## src/rtl/la_pkg.sv

```systemverilog
// Shared types and constants for the logic-analyser capture controller.
// Holds the FSM encoding, the divider width and the sample-period table.
package la_pkg;

    localparam int unsigned DivWidth = 13;

    typedef enum logic [2:0] {
        StIdle     = 3'd0,
        StPre      = 3'd1,
        StWaitTrig = 3'd2,
        StPost     = 3'd3,
        StHandoff  = 3'd4
    } la_state_e;

    // Sample period in clocks for each rate code.
    function automatic logic [DivWidth-1:0] rate_period(input logic [2:0] rate);
        logic [DivWidth-1:0] period;
        period = 13'd1;
        unique case (rate)
            3'd0: period = 13'd1;
            3'd1: period = 13'd2;
            3'd2: period = 13'd5;
            3'd3: period = 13'd10;
            3'd4: period = 13'd50;
            3'd5: period = 13'd100;
            3'd6: period = 13'd500;
            3'd7: period = 13'd5000;
            default: period = 13'd1;
        endcase
        return period;
    endfunction

endpackage

```

## src/rtl/la_rate_tick.sv

```systemverilog
// Sample-rate divider: emits a one-cycle tick every rate_period(rate) clocks.
// clear restarts the count so the first tick lands exactly one period later.
module la_rate_tick
    import la_pkg::*;
(
    input  logic       clk,
    input  logic       rst_n,
    input  logic       clear,
    input  logic [2:0] rate,
    output logic       tick
);

    logic [DivWidth-1:0] div_q;

    assign tick = (div_q == (rate_period(rate) - DivWidth'(1)));

    always_ff @(posedge clk or negedge rst_n) begin
        if (!rst_n) begin
            div_q <= '0;
        end else if (clear || tick) begin
            div_q <= '0;
        end else begin
            div_q <= div_q + DivWidth'(1);
        end
    end

endmodule

```

## src/rtl/la_capture_ctrl.sv

```systemverilog
// Capture controller: samples the probe bus into a circular BRAM window around a
// trigger, then holds stream_start to the UART streamer until it reports done.
module la_capture_ctrl
    import la_pkg::*;
#(
    parameter int unsigned DATA_WIDTH = 8,
    parameter int unsigned ADDR_WIDTH = 11,
    parameter int unsigned PRE_TRIG   = 256
) (
    input  logic                  clk,
    input  logic                  rst_n,
    input  logic                  arm,
    input  logic                  abort,
    input  logic [2:0]            rate_sel,
    input  logic [DATA_WIDTH-1:0] probe_in,
    input  logic [DATA_WIDTH-1:0] trig_mask,
    input  logic [DATA_WIDTH-1:0] trig_value,
    input  logic                  force_trig,
    output logic                  wr_en,
    output logic [ADDR_WIDTH-1:0] wr_addr,
    output logic [DATA_WIDTH-1:0] wr_data,
    output logic [ADDR_WIDTH-1:0] trigger_index,
    output logic [2:0]            rate_sel_lat,
    output logic                  capturing,
    output logic                  triggered,
    output logic                  stream_start,
    input  logic                  stream_done
);

    localparam int unsigned DEPTH = 2 ** ADDR_WIDTH;
    localparam logic [ADDR_WIDTH-1:0] PreN  = ADDR_WIDTH'(PRE_TRIG);
    localparam logic [ADDR_WIDTH-1:0] PostN = ADDR_WIDTH'(DEPTH - PRE_TRIG - 1);
    localparam logic [ADDR_WIDTH-1:0] One   = ADDR_WIDTH'(1);

    la_state_e state_q, state_d;

    logic [ADDR_WIDTH-1:0] ptr_q, pre_cnt_q, post_cnt_q, trig_idx_q;
    logic [ADDR_WIDTH-1:0] wr_addr_q;
    logic [DATA_WIDTH-1:0] wr_data_q;
    logic [2:0]            rate_lat_q;
    logic                  prev_match_q, triggered_q, wr_en_q, stream_start_q;

    logic tick, arm_go, sample_en, match, fire;

    la_rate_tick u_rate_tick (
        .clk   (clk),
        .rst_n (rst_n),
        .clear (arm_go),
        .rate  (rate_lat_q),
        .tick  (tick)
    );

    assign arm_go = arm && !abort && (state_q == StIdle);
    assign match  = (((probe_in ^ trig_value) & trig_mask) == '0);
    assign fire   = tick && !abort && (state_q == StWaitTrig) &&
                    ((match && !prev_match_q) || force_trig);

    // A zero-length post window means POST only passes through, writing nothing.
    assign sample_en = tick && !abort &&
                       ((state_q == StPre) || (state_q == StWaitTrig) ||
                        ((state_q == StPost) && (PostN != '0)));

    always_comb begin
        state_d = state_q;
        if (abort) begin
            state_d = StIdle;
        end else begin
            unique case (state_q)
                StIdle: begin
                    if (arm) state_d = (PRE_TRIG == 0) ? StWaitTrig : StPre;
                end
                StPre: begin
                    if (tick && ((pre_cnt_q + One) == PreN)) state_d = StWaitTrig;
                end
                StWaitTrig: begin
                    if (fire) state_d = StPost;
                end
                StPost: begin
                    if ((PostN == '0) || (tick && ((post_cnt_q + One) == PostN))) begin
                        state_d = StHandoff;
                    end
                end
                StHandoff: begin
                    if (stream_done) state_d = StIdle;
                end
                default: state_d = StIdle;
            endcase
        end
    end

    always_ff @(posedge clk or negedge rst_n) begin
        if (!rst_n) begin
            state_q <= StIdle;
        end else begin
            state_q <= state_d;
        end
    end

    always_ff @(posedge clk or negedge rst_n) begin
        if (!rst_n) begin
            ptr_q          <= '0;
            pre_cnt_q      <= '0;
            post_cnt_q     <= '0;
            trig_idx_q     <= '0;
            wr_addr_q      <= '0;
            wr_data_q      <= '0;
            rate_lat_q     <= '0;
            prev_match_q   <= 1'b0;
            triggered_q    <= 1'b0;
            wr_en_q        <= 1'b0;
            stream_start_q <= 1'b0;
        end else begin
            wr_en_q        <= sample_en;
            // Registered so it drops on the same edge that sees stream_done.
            stream_start_q <= (state_q == StHandoff) && !stream_done && !abort;
            if (arm_go) begin
                rate_lat_q   <= rate_sel;
                ptr_q        <= '0;
                pre_cnt_q    <= '0;
                prev_match_q <= 1'b1;
                triggered_q  <= 1'b0;
            end
            if (sample_en) begin
                wr_addr_q    <= ptr_q;
                wr_data_q    <= probe_in;
                ptr_q        <= ptr_q + One;
                prev_match_q <= match;
                if (state_q == StPre)  pre_cnt_q  <= pre_cnt_q + One;
                if (state_q == StPost) post_cnt_q <= post_cnt_q + One;
            end
            if (fire) begin
                trig_idx_q  <= ptr_q;
                triggered_q <= 1'b1;
                post_cnt_q  <= '0;
            end
        end
    end

    assign wr_en         = wr_en_q;
    assign wr_addr       = wr_addr_q;
    assign wr_data       = wr_data_q;
    assign trigger_index = trig_idx_q;
    assign rate_sel_lat  = rate_lat_q;
    assign triggered     = triggered_q;
    assign stream_start  = stream_start_q;
    assign capturing     = (state_q == StPre) || (state_q == StWaitTrig) ||
                           (state_q == StPost);

endmodule

```

## config.mk

```make
export PLATFORM = sky130hd
export DESIGN_NAME = la_capture_ctrl
export DESIGN_NICKNAME = d
export VERILOG_FILES = /design/src/rtl/la_pkg.sv /design/src/rtl/la_rate_tick.sv /design/src/rtl/la_capture_ctrl.sv
export SDC_FILE = /design/constraint.sdc
export NUM_CORES = 1
export LEC_CHECK = 0
export ABC_AREA = 1
export CELL_PAD_IN_SITES_DETAIL_PLACEMENT = 1
export CELL_PAD_IN_SITES_GLOBAL_PLACEMENT = 1
export CORE_MARGIN = 2
export CORE_UTILIZATION = 50
export CTS_CLUSTER_DIAMETER = 150
export CTS_CLUSTER_SIZE = 12
export DETAILED_ROUTE_END_ITERATION = 6
export DONT_BUFFER_PORTS = 1
export PLACE_DENSITY = 0.93
export SLEW_MARGIN = 40
export SYNTH_ARGS = -nofsm -noshare
export SYNTH_HDL_FRONTEND = slang
export SYNTH_HIERARCHICAL = 1
export SYNTH_SLANG_ARGS = --single-unit
```

## constraint.sdc

```tcl
create_clock -name clk -period 4.05 [get_ports clk]
set_input_delay 0.405 -clock clk [delete_from_list [all_inputs] [get_ports clk]]
set_output_delay 0.405 -clock clk [all_outputs]
set_load 0.02 [all_outputs]
```

After elaboration in Yosys (flattened, before gate mapping):

Memory sizes are Yosys's and may differ from the RTL's.
Cells that the tools add are included.

* $mul: 0
* div/mod/pow operators: 0
* eq/ne operators: 12
* bitwise logic cells: 2
* shifts and indexed selects: 0
* mux-type cells: 20
* reductions and logical operators: 26
* add/subtract/negate cells: 5
* $lt $le $gt $ge: 0

Operators by type and width (count)
* 11-bit two-way mux: 8
* 11-bit by 1-bit adder with 11-bit output, second input constant: 3
* 3-bit two-way mux: 6
* 3-bit case mux with 5 select lines: 1
* 13-bit by 1-bit adder with 13-bit output, second input constant: 1
* 13-bit == test: 1
* 13-bit two-way mux: 1
* 13-bit by 1-bit subtractor with 13-bit output, second input constant: 1
* 11-bit == test, second input constant: 1
* 11-bit by 9-bit == test with 1-bit output, second input constant: 1
* 1-bit logical AND: 11
* 3-bit != test, second input constant: 3
* 8-bit bitwise AND: 1
* 8-bit logical NOT: 1
* 2-bit nonzero test: 4
* 8-bit XOR: 1
* 3-bit by 2-bit == test with 1-bit output, second input constant: 2
* 3-bit by 2-bit != test with 1-bit output, second input constant: 2
* 5-bit AND reduction: 1
* 1-bit logical OR: 4
* 1-bit two-way mux: 4
* 3-bit by 1-bit == test with 1-bit output, second input constant: 1
* 3-bit == test, second input constant: 1
* 1-bit logical NOT: 3
* 2 further kinds: 2

* input bits: 33
* output and inout port bits: 37
* RAM bits: 0
* flip-flop bits (word level): 86
* memories: 1
* ROM bits: 88
* logic and storage cells: 79
* latch bits: 0

Memory list
* (name not given): words 8, bits a word 11, read ports 1, clocked after memory_dff 0, write ports 0, RTL line la_pkg.sv:19 `unique case (rate)`

Longest topological paths before layout:

Gate-level depths: netlist of the first run.

* depth after elaboration: 9
* mapped depth: 28
* mapped depth without buffers: 28

Modules after synthesis:

Netlist of the first run, hierarchy kept.

Modules (own cells, without submodules)
* la_capture_ctrl: area an instance 3697.3 µm², cells each 485, seq. area each 1826.8 µm², times used 1
* la_rate_tick: area an instance 1102.3 µm², cells each 152, seq. area each 325.3 µm², times used 1

Worst setup path before layout of the first run:

No wires, ideal clock.

* path kind: register to register
* from: reg rate_lat_q[0], in the netlist rate_sel_lat[0]
* to: reg trig_idx_q[10], in the netlist trigger_index[10]
* library setup time: 0.131 ns
* arrival: 2.774 ns
* slack: 1.145 ns
* clock period less this slack: 2.905 ns
* path buffers: 1
* stages on the path, launching flop included: 19
* data required time: 3.919 ns
* path through: dfrtp_1 > inv_1 > ha_1 > inv_1 > nand2_4 > nand2_1 > ha_1 > xnor2_1 > nor3_1 > nand4_1 > nor2_1 > nand2_1 > nor2_1 > inv_1 > nor3_1 > nand2_2 > clkbuf_1 > nand2_1 > o21ai_0

* longest elaborated chain between the ends: 6

Ends and longest elaborated chain
* start: declaration: RTL line la_capture_ctrl.sv:40 `logic [2:0] rate_lat_q;`
* start signal: assignment: RTL line la_capture_ctrl.sv:117 `rate_lat_q <= rate_sel;`
* memory read 8 x 11 bit
* 13-bit by 1-bit subtractor with 13-bit output: RTL line la_rate_tick.sv:15 `assign tick = (div_q == (rate_period(rate) - DivWidth'(1)));`
* 13-bit == test: RTL line la_rate_tick.sv:15
* via tick: RTL line la_capture_ctrl.sv:43 `logic tick, arm_go, sample_en, match, fire;`
* 1-bit logical AND (3 in series): RTL line la_capture_ctrl.sv:55 `assign fire = tick && !abort && (state_q == StWaitTrig) &&`
* end signal: assignment: RTL line la_capture_ctrl.sv:132 `trig_idx_q <= ptr_q;`
* end: declaration: RTL line la_capture_ctrl.sv:37 `logic [ADDR_WIDTH-1:0] ptr_q, pre_cnt_q, post_cnt_q, trig_idx_q;`

The timed path passes the listed nets, and every way through them passes these cells.
A chain may end at the register's enable or synchronous reset.

Worst setup path in the final report of the first run:

* from: reg rate_lat_q[0], in the netlist rate_sel_lat[0]
* to: reg post_cnt_q[4]

* longest elaborated chain between the ends: 8
* elaborated cells on any way between the ends: 11
* classes of those cells: add/sub (1); eq/ne (1); mux (1); reduce/logical (7); memory (1)

Ends and longest elaborated chain
* memory read 8 x 11 bit (*)
* 13-bit by 1-bit subtractor with 13-bit output (*): RTL line la_rate_tick.sv:15
* 13-bit == test (*): RTL line la_rate_tick.sv:15
* via tick: RTL line la_capture_ctrl.sv:43
* 1-bit logical AND (*): RTL line la_capture_ctrl.sv:55, la_capture_ctrl.sv:59
* 1-bit logical AND (2 in series): RTL line la_capture_ctrl.sv:55
* 2-bit nonzero test (no line)
* 2-bit AND reduction (no line)
* end signal: assignment: RTL line la_capture_ctrl.sv:129 `if (state_q == StPost) post_cnt_q <= post_cnt_q + One;`
* end: declaration: RTL line la_capture_ctrl.sv:37

The timed path passes the listed nets; every way through them passes the cells marked *.

==> results of run 1 <==
==> power groups by stage <==
stage                     sequential (mW)  combinational (mW)  clock [mW]
after floorplan                      1.20               0.801           0
after global placement               1.23               0.922           0
after detailed placement             1.24                1.00           0
after CTS                            1.23                1.04       0.607
after global routing                 1.25                1.18       0.642
final                                1.23                1.06       0.603
==> registers in the layout (all words and copies together) (netlist names), 3 cells and up <==
signal,cells
trigger_index,11
wr_addr,11
wr_data,8
post_cnt_q,11
ptr_q,11
pre_cnt_q,11
rate_sel_lat,3
u_rate_tick/div_q,13
state_q,3
==> cell families (layout without fill, tap and decap cells) <==
family / count (synthesis) / in the layout / synth area share [%]
XOR/XNOR: 23 / 23 / 4.35
AND/OR/NAND/NOR: 336 / 336 / 30.4
adder cells (fa/ha/maj): 11 / 11 / 2.87
flip-flops: 86 / 86 / 44.8
AO/OA/AOI/OAI: 75 / 75 / 8.58
buffers and inverters: 106 / 115 / 8.97
==> how the worst max path moves through the flow <==
stage | start | endpoint | slack (ns) | cells past startpoint
final | rate_sel_lat[0] | post_cnt_q[4] | 0.35 | 22
after global routing | rate_sel_lat[0] | post_cnt_q[4] | 0.08 | 22
after CTS | rate_sel_lat[0] | post_cnt_q[4] | 0.38 | 22
after detailed placement | rate_sel_lat[0] | post_cnt_q[4] | 0.41 | 22
after global placement | rate_sel_lat[0] | post_cnt_q[7] | 0.77 | 22
after floorplan | rate_sel_lat[0] | trigger_index[10] | 1.14 | 18
==> cells in the mapped netlist, types with 2 or more instances <==
library cell,instances
buf_2,5
nand2_2,7
xnor2_1,5
nor2_4,2
o22ai_1,13
a21oi_1,12
nor3_1,9
nand3_2,3
nand4_1,5
o21ai_0,44
nor2_2,9
xor2_1,17
inv_1,90
dfrtp_1,86
ha_1,11
nand2_4,2
o21ai_1,2
nand3_1,41
buf_6,3
nor2_1,62
inv_2,4
nand3b_1,2
nand2_1,190
clkbuf_1,3
==> critical path, stage by stage, from the launching register on <==
cell,delay (ns)
dfrtp_1,0.62
inv_1,0.16
ha_1,0.23
inv_1,0.09
nand2_4,0.06
nand2_1,0.07
ha_1,0.18
inv_1,0.05
nor2_1,0.12
nand3_1,0.11
nand2_1,0.08
nand2_1,0.06
nand3_1,0.06
nand2_1,0.07
inv_1,0.05
nand2_1,0.05
nor2_1,0.12
buf_4,0.17
inv_1,0.06
nor3_1,0.25
nand2_2,0.34
a21oi_4,0.38
o21ai_0,0.17
==> routing by layer <==
layer | up-vias | wire (um) | GRT usage, %
li1 | 2001 | - | -
met1 | 2081 | 5610 | 33.2
met2 | 101 | 6970 | 49.5
met3 | 33 | 713 | 6.50
met4 | 0 | 364 | 12.3
met5 | - | 0 | 0
==> stage by stage <==
stage | util (%) | power [mW] | hold slack [ns] | area, sq um | worst slack, ns
final | 55.3 | 2.90 | 0.150 | 5130 | 0.354
after global routing | 55.3 | 3.07 | 0.179 | 5130 | 0.0753
after CTS | 55.3 | 2.87 | 0.141 | 5130 | 0.376
after detailed placement | 52.8 | 2.24 | 0.112 | 4910 | 0.410
after global placement | 52.8 | 2.15 | 0.112 | 4910 | 0.766
after floorplan | - | 2.00 | 0.109 | 4800 | 1.14
==> layout make-up <==
cell class / count / area, sq um
tap: 129 / 161
fill: 1229 / 4150
timing repair buffer: 5 / 60.1
clock inverter: 6 / 52.6
multi-input combinational: 445 / 2220
clock buffer: 10 / 138
sequential: 86 / 2150
inverter: 94 / 353
==> key figures, run 1 <==
Global routing
  • First-pass GRT wire length: 22.8 mm
  • Initial antenna violation count: 0
  • Vias in the first global route: 4643
  • Largest net degree at the start of global routing: 87
  • GRT Resource Usage Total: 28.3%
  • Aggregate global routing overflow: 0

STA
  • Tmin final: 3.70 ns
  • Slew Viols, Final: 0
  • Finish-stage setup viols: 0
  • Final hold vios: 0
  • Setup TNS: 0 ns
  • Slew HR: 65.5%
  • Clock Skew: 0.0146 ns
  • Final period util: 91.3%
  • F_max: 271 MHz
  • Worst slew pin tran: 0.515 ns
  • RSZ-0062 raised after global routing: no

Layout
  • Commonest non-fill, non-tap cell in the layout: nand2_1
  • Nets@finish: 685
  • # diodes: 0
  • Synth-to-layout area growth: 6.96%
  • Layout cell share with drive strength beyond 1: 8.05%
  • Most frequent cells in the layout: nand2_1, inv_1, dfrtp_1
  • Fin cells: 775

Synth
  • Synth top area share: 44.8%
  • Asr flop ratio synth: 100%
  • Cell area after synthesis: 4800 sq um
  • Post-synth EDFFs: 0
  • Sequential share of the synthesized area: 44.8%
  • Ys Warns: 6
  • Syn_nets: 681
  • Top FF cell, synth: dfrtp_1
  • Top cells by area, synth: dfrtp_1, nand2_1, inv_1
  • Avg Cell Area, Syn: 7.53 sq um
  • Dominant cell type by area after synthesis: dfrtp_1
  • Count of different cell masters after synthesis: 34
  • Syn Inst Count: 637
  • #FFs+latches synth: 86

Min path
  • Worst hold path depth: 2
  • Worst Hold Class: input pin to flip-flop
  • Worst Hold Launch: rate_sel[2]
  • Worst hold endpoint: rate_sel_lat[2]

Critical path
  • Worst-path fanout max: 27
  • R2R Path End: post_cnt_q[4]
  • Critical R2R Launch: rate_sel_lat[0]
  • Required time of the critical path: 4.30 ns
  • Kind of critical path: flip-flop to flip-flop
  • Reg2Reg Depth: 22
  • Critical Path End Type: flip-flop
  • Crit start category: flip-flop
  • Reg-to-reg slack, setup: 0.35 ns
  • Arrival time at the worst endpoint: 3.94 ns

Clock network
  • Clk_lat worst skew: 0.38 ns
  • CTS Hold Buffers Added: 2
  • Post-CTS sizing: 0
  • CTS clk-pin slew, worst paths: 0.10 ns
  • H-tree levels: 3
  • Number of buffers created by CTS: 9
  • Post-CTS setup buffer count: 0
  • Clock Tree Buf Depth: 2
  • Root Driver: clkbuf_8
  • CTS Sinks: 86
  • CTS tree: yes

Die
  • Total Die Area: 10400 sq um
  • Initial core utilization: 51.7%
  • Die height: 102 um
  • Die span in x: 102 um
  • Core area: 9280 sq um
  • Ports: 70
  • Row cnt: 35

Power
  • Register share of total power: 42.5%
  • Sw Share: 44.4%
  • Sw power: 1.29 mW
  • PwrDens: 565 nW/um^2
  • Logic gate share of total power: 36.7%
  • P_leak: 2.63 nW
  • Clk network pwr share: 20.8%
  • Internal: 1.61 mW
  • Max IR drop VDD: 0.000209 V

Drt
  • Via/cell ratio: 5.44
  • Final ANT Viol Nets: 0
  • Vias: 4216
  • First-pass detailed-route iteration total: 4
  • Initial DRC Count: 236
  • Final WL: 13.7 mm
  • WL/cell: 17.6 um
  • DRC: 0

Placement
  • Placed insts: 757
  • Post-DP HPWL: 9.50 mm
  • Placer congestion estimate: 0.880
  • PortBufs: 0

Outcome
  • Outcome: finished, final reports clean

Flow run
  • Max-Cap Viols: 0
No activity file was read; power rests on OpenSTA's default activity.
==> run 2: changes to the inputs <==
- CELL_PAD_IN_SITES_GLOBAL_PLACEMENT: 1 -> 2
- CORE_UTILIZATION: 50 -> 39
- PLACE_DENSITY: 0.93 -> 0.92
==> key figures, run 2 (synthesis gave the netlist of run 1 again) <==
Outcome
  • Outcome: finished, final reports clean

STA
  • Final period util: 87.2%
  • RSZ-0062 raised after global routing: no
  • Slew Viols, Final: 0
  • Clock Skew: 0.00894 ns
  • Min Hold Slack: 0.185 ns
  • Tmin final: 3.53 ns
  • Slew HR: 61.4%
  • Setup TNS: 0 ns
  • F_max: 283 MHz
  • Finish-stage setup viols: 0
  • Final hold vios: 0
  • Setup ws final: 0.518 ns
  • Worst slew pin tran: 0.577 ns

Drt
  • Final WL: 12.1 mm
  • Final ANT Viol Nets: 0
  • Vias: 4078
  • Via/cell ratio: 5.14
  • DRC: 0
  • WL/cell: 15.2 um
  • Initial DRC Count: 150
  • First-pass detailed-route iteration total: 4

Placement
  • Placer congestion estimate: 0.806
  • Dpl ws: 0.531 ns
  • PortBufs: 0
  • Placed insts: 775
  • DP Area: 4930 sq um
  • Post-DP HPWL: 9.18 mm

Layout
  • Synth-to-layout area growth: 9.91%
  • Fillcell total: 1529
  • Fin cells: 794
  • FF/Latch Area: 2150 sq um
  • Commonest non-fill, non-tap cell in the layout: nand2_1
  • Design Area, Final: 5280 sq um
  • Most flops, register: u_rate_tick/div_q
  • Utilization of the core after routing: 43.9%
  • Max reg flops: 13
  • Multi-input logic area: 2220 sq um
  • Layout cell share with drive strength beyond 1: 7.89%
  • Nets@finish: 685
  • Most frequent cells in the layout: nand2_1, inv_1, dfrtp_1

Critical path
  • Critical R2R Launch: rate_sel_lat[0]
  • Reg-to-reg slack, setup: 0.52 ns
  • End point of the critical path: post_cnt_q[8]
  • Crit start category: flip-flop
  • Worst-path fanout max: 27
  • Kind of critical path: flip-flop to flip-flop
  • Arrival time at the worst endpoint: 3.75 ns
  • Critical Path Source: rate_sel_lat[0]
  • R2R Path End: post_cnt_q[8]
  • Reg2Reg Depth: 18
  • Critical Path End Type: flip-flop
  • Required time of the critical path: 4.27 ns

Die
  • Die height: 115 um
  • Core area: 12000 sq um
  • Die span in x: 115 um
  • Total Die Area: 13200 sq um
  • Initial core utilization: 40.0%
  • Ports: 70
  • Row cnt: 40

Clock network
  • CTS Sinks: 86
  • Number of buffers created by CTS: 9
  • CTS tree: yes
  • Clock Tree Buf Depth: 2
  • H-tree levels: 3
  • Root Driver: clkbuf_16
  • CTS clk-pin slew, worst paths: 0.06 ns
  • Clk_lat worst skew: 0.35 ns

Global routing
  • First-pass GRT wire length: 20.6 mm
  • Largest net degree at the start of global routing: 87
  • GRT Resource Usage Total: 19.7%
  • Initial antenna violation count: 1
  • Vias in the first global route: 4324
  • Aggregate global routing overflow: 0

Power
  • P_leak: 2.69 nW
  • Power Total: 3.11 mW
  • Max IR drop VDD: 0.000230 V
  • PwrDens: 590 nW/um^2

Flow run
  • Max-Cap Viols: 0

Min path
  • Worst Hold Class: input pin to flip-flop
## run 2: changes by cell type in the layout (fill, tap and decap cells not counted)
cell        delta
clkinvlp_4     -1
bufinv_16      +1
clkbuf_8      -10
inv_8          +1
clkbuf_16      +9
clkbuf_1       +1
inv_6          -1
diode_2        +1
## run 2: timing repair
item                                   CTS  global route
endpoints found under the hold margin   86             0
hold buffers                             2             0
setup endpoints to repair                0             0
gates resized for setup                  0             0
setup buffers                            0             0
## run 2: how the worst min path moves through the flow
stage                start               to  slack (ns)  cells past startpoint
2_1_floorplan        rst_n    post_cnt_q[0]        0.11                      0
3_3_place_gp         rst_n       wr_data[2]        0.11                      0
3_5_place_dp         rst_n       wr_data[2]        0.11                      0
4_1_cts        rate_sel[1]  rate_sel_lat[1]        0.18                      2
5_1_grt        rate_sel[1]  rate_sel_lat[1]        0.18                      2
6_report       rate_sel[1]  rate_sel_lat[1]        0.19                      2
## run 2: area by class of cell
type                       instances  share of cell area [%]
timing repair buffer               5                    1.14
clock inverter                     6                    1.47
sequential                        86                    40.8
clock buffer                      10                    4.34
antenna                            1                  0.0474
tap                              147                    3.49
multi-input combinational        445                    42.0
inverter                          94                    6.69
## run 2: power breakdown
part | internal, mW | switching [mW]
logic | 0.371 | 0.659
registers | 0.990 | 0.234
clock network | 0.490 | 0.370
total | 1.85 | 1.26
## run 2: layer usage
metal	vias up	wire length [um]	track usage, %	part of all wire [%]
li1	2006	-	-	-
met1	1976	5380	25.3	45
met2	83	5840	32.1	48
met3	13	663	4.96	5.5
met4	0	200	7.95	1.7
met5	-	0	0	0
## run 2: critical path, cell delays in order, from the launching register on
cell and delay (ns):
dfrtp_1 0.59, inv_1 0.14, ha_1 0.22, inv_1 0.10, nand2_4 0.06, nand2_1 0.07, ha_1 0.23, xnor2_1 0.15
nor3_1 0.20, nand4_1 0.13, nor2_1 0.14, nand2_1 0.06, nor2_1 0.09, buf_4 0.15, inv_1 0.06, nor3_1 0.23
nand2_2 0.32, a21oi_4 0.35, o21ai_0 0.12
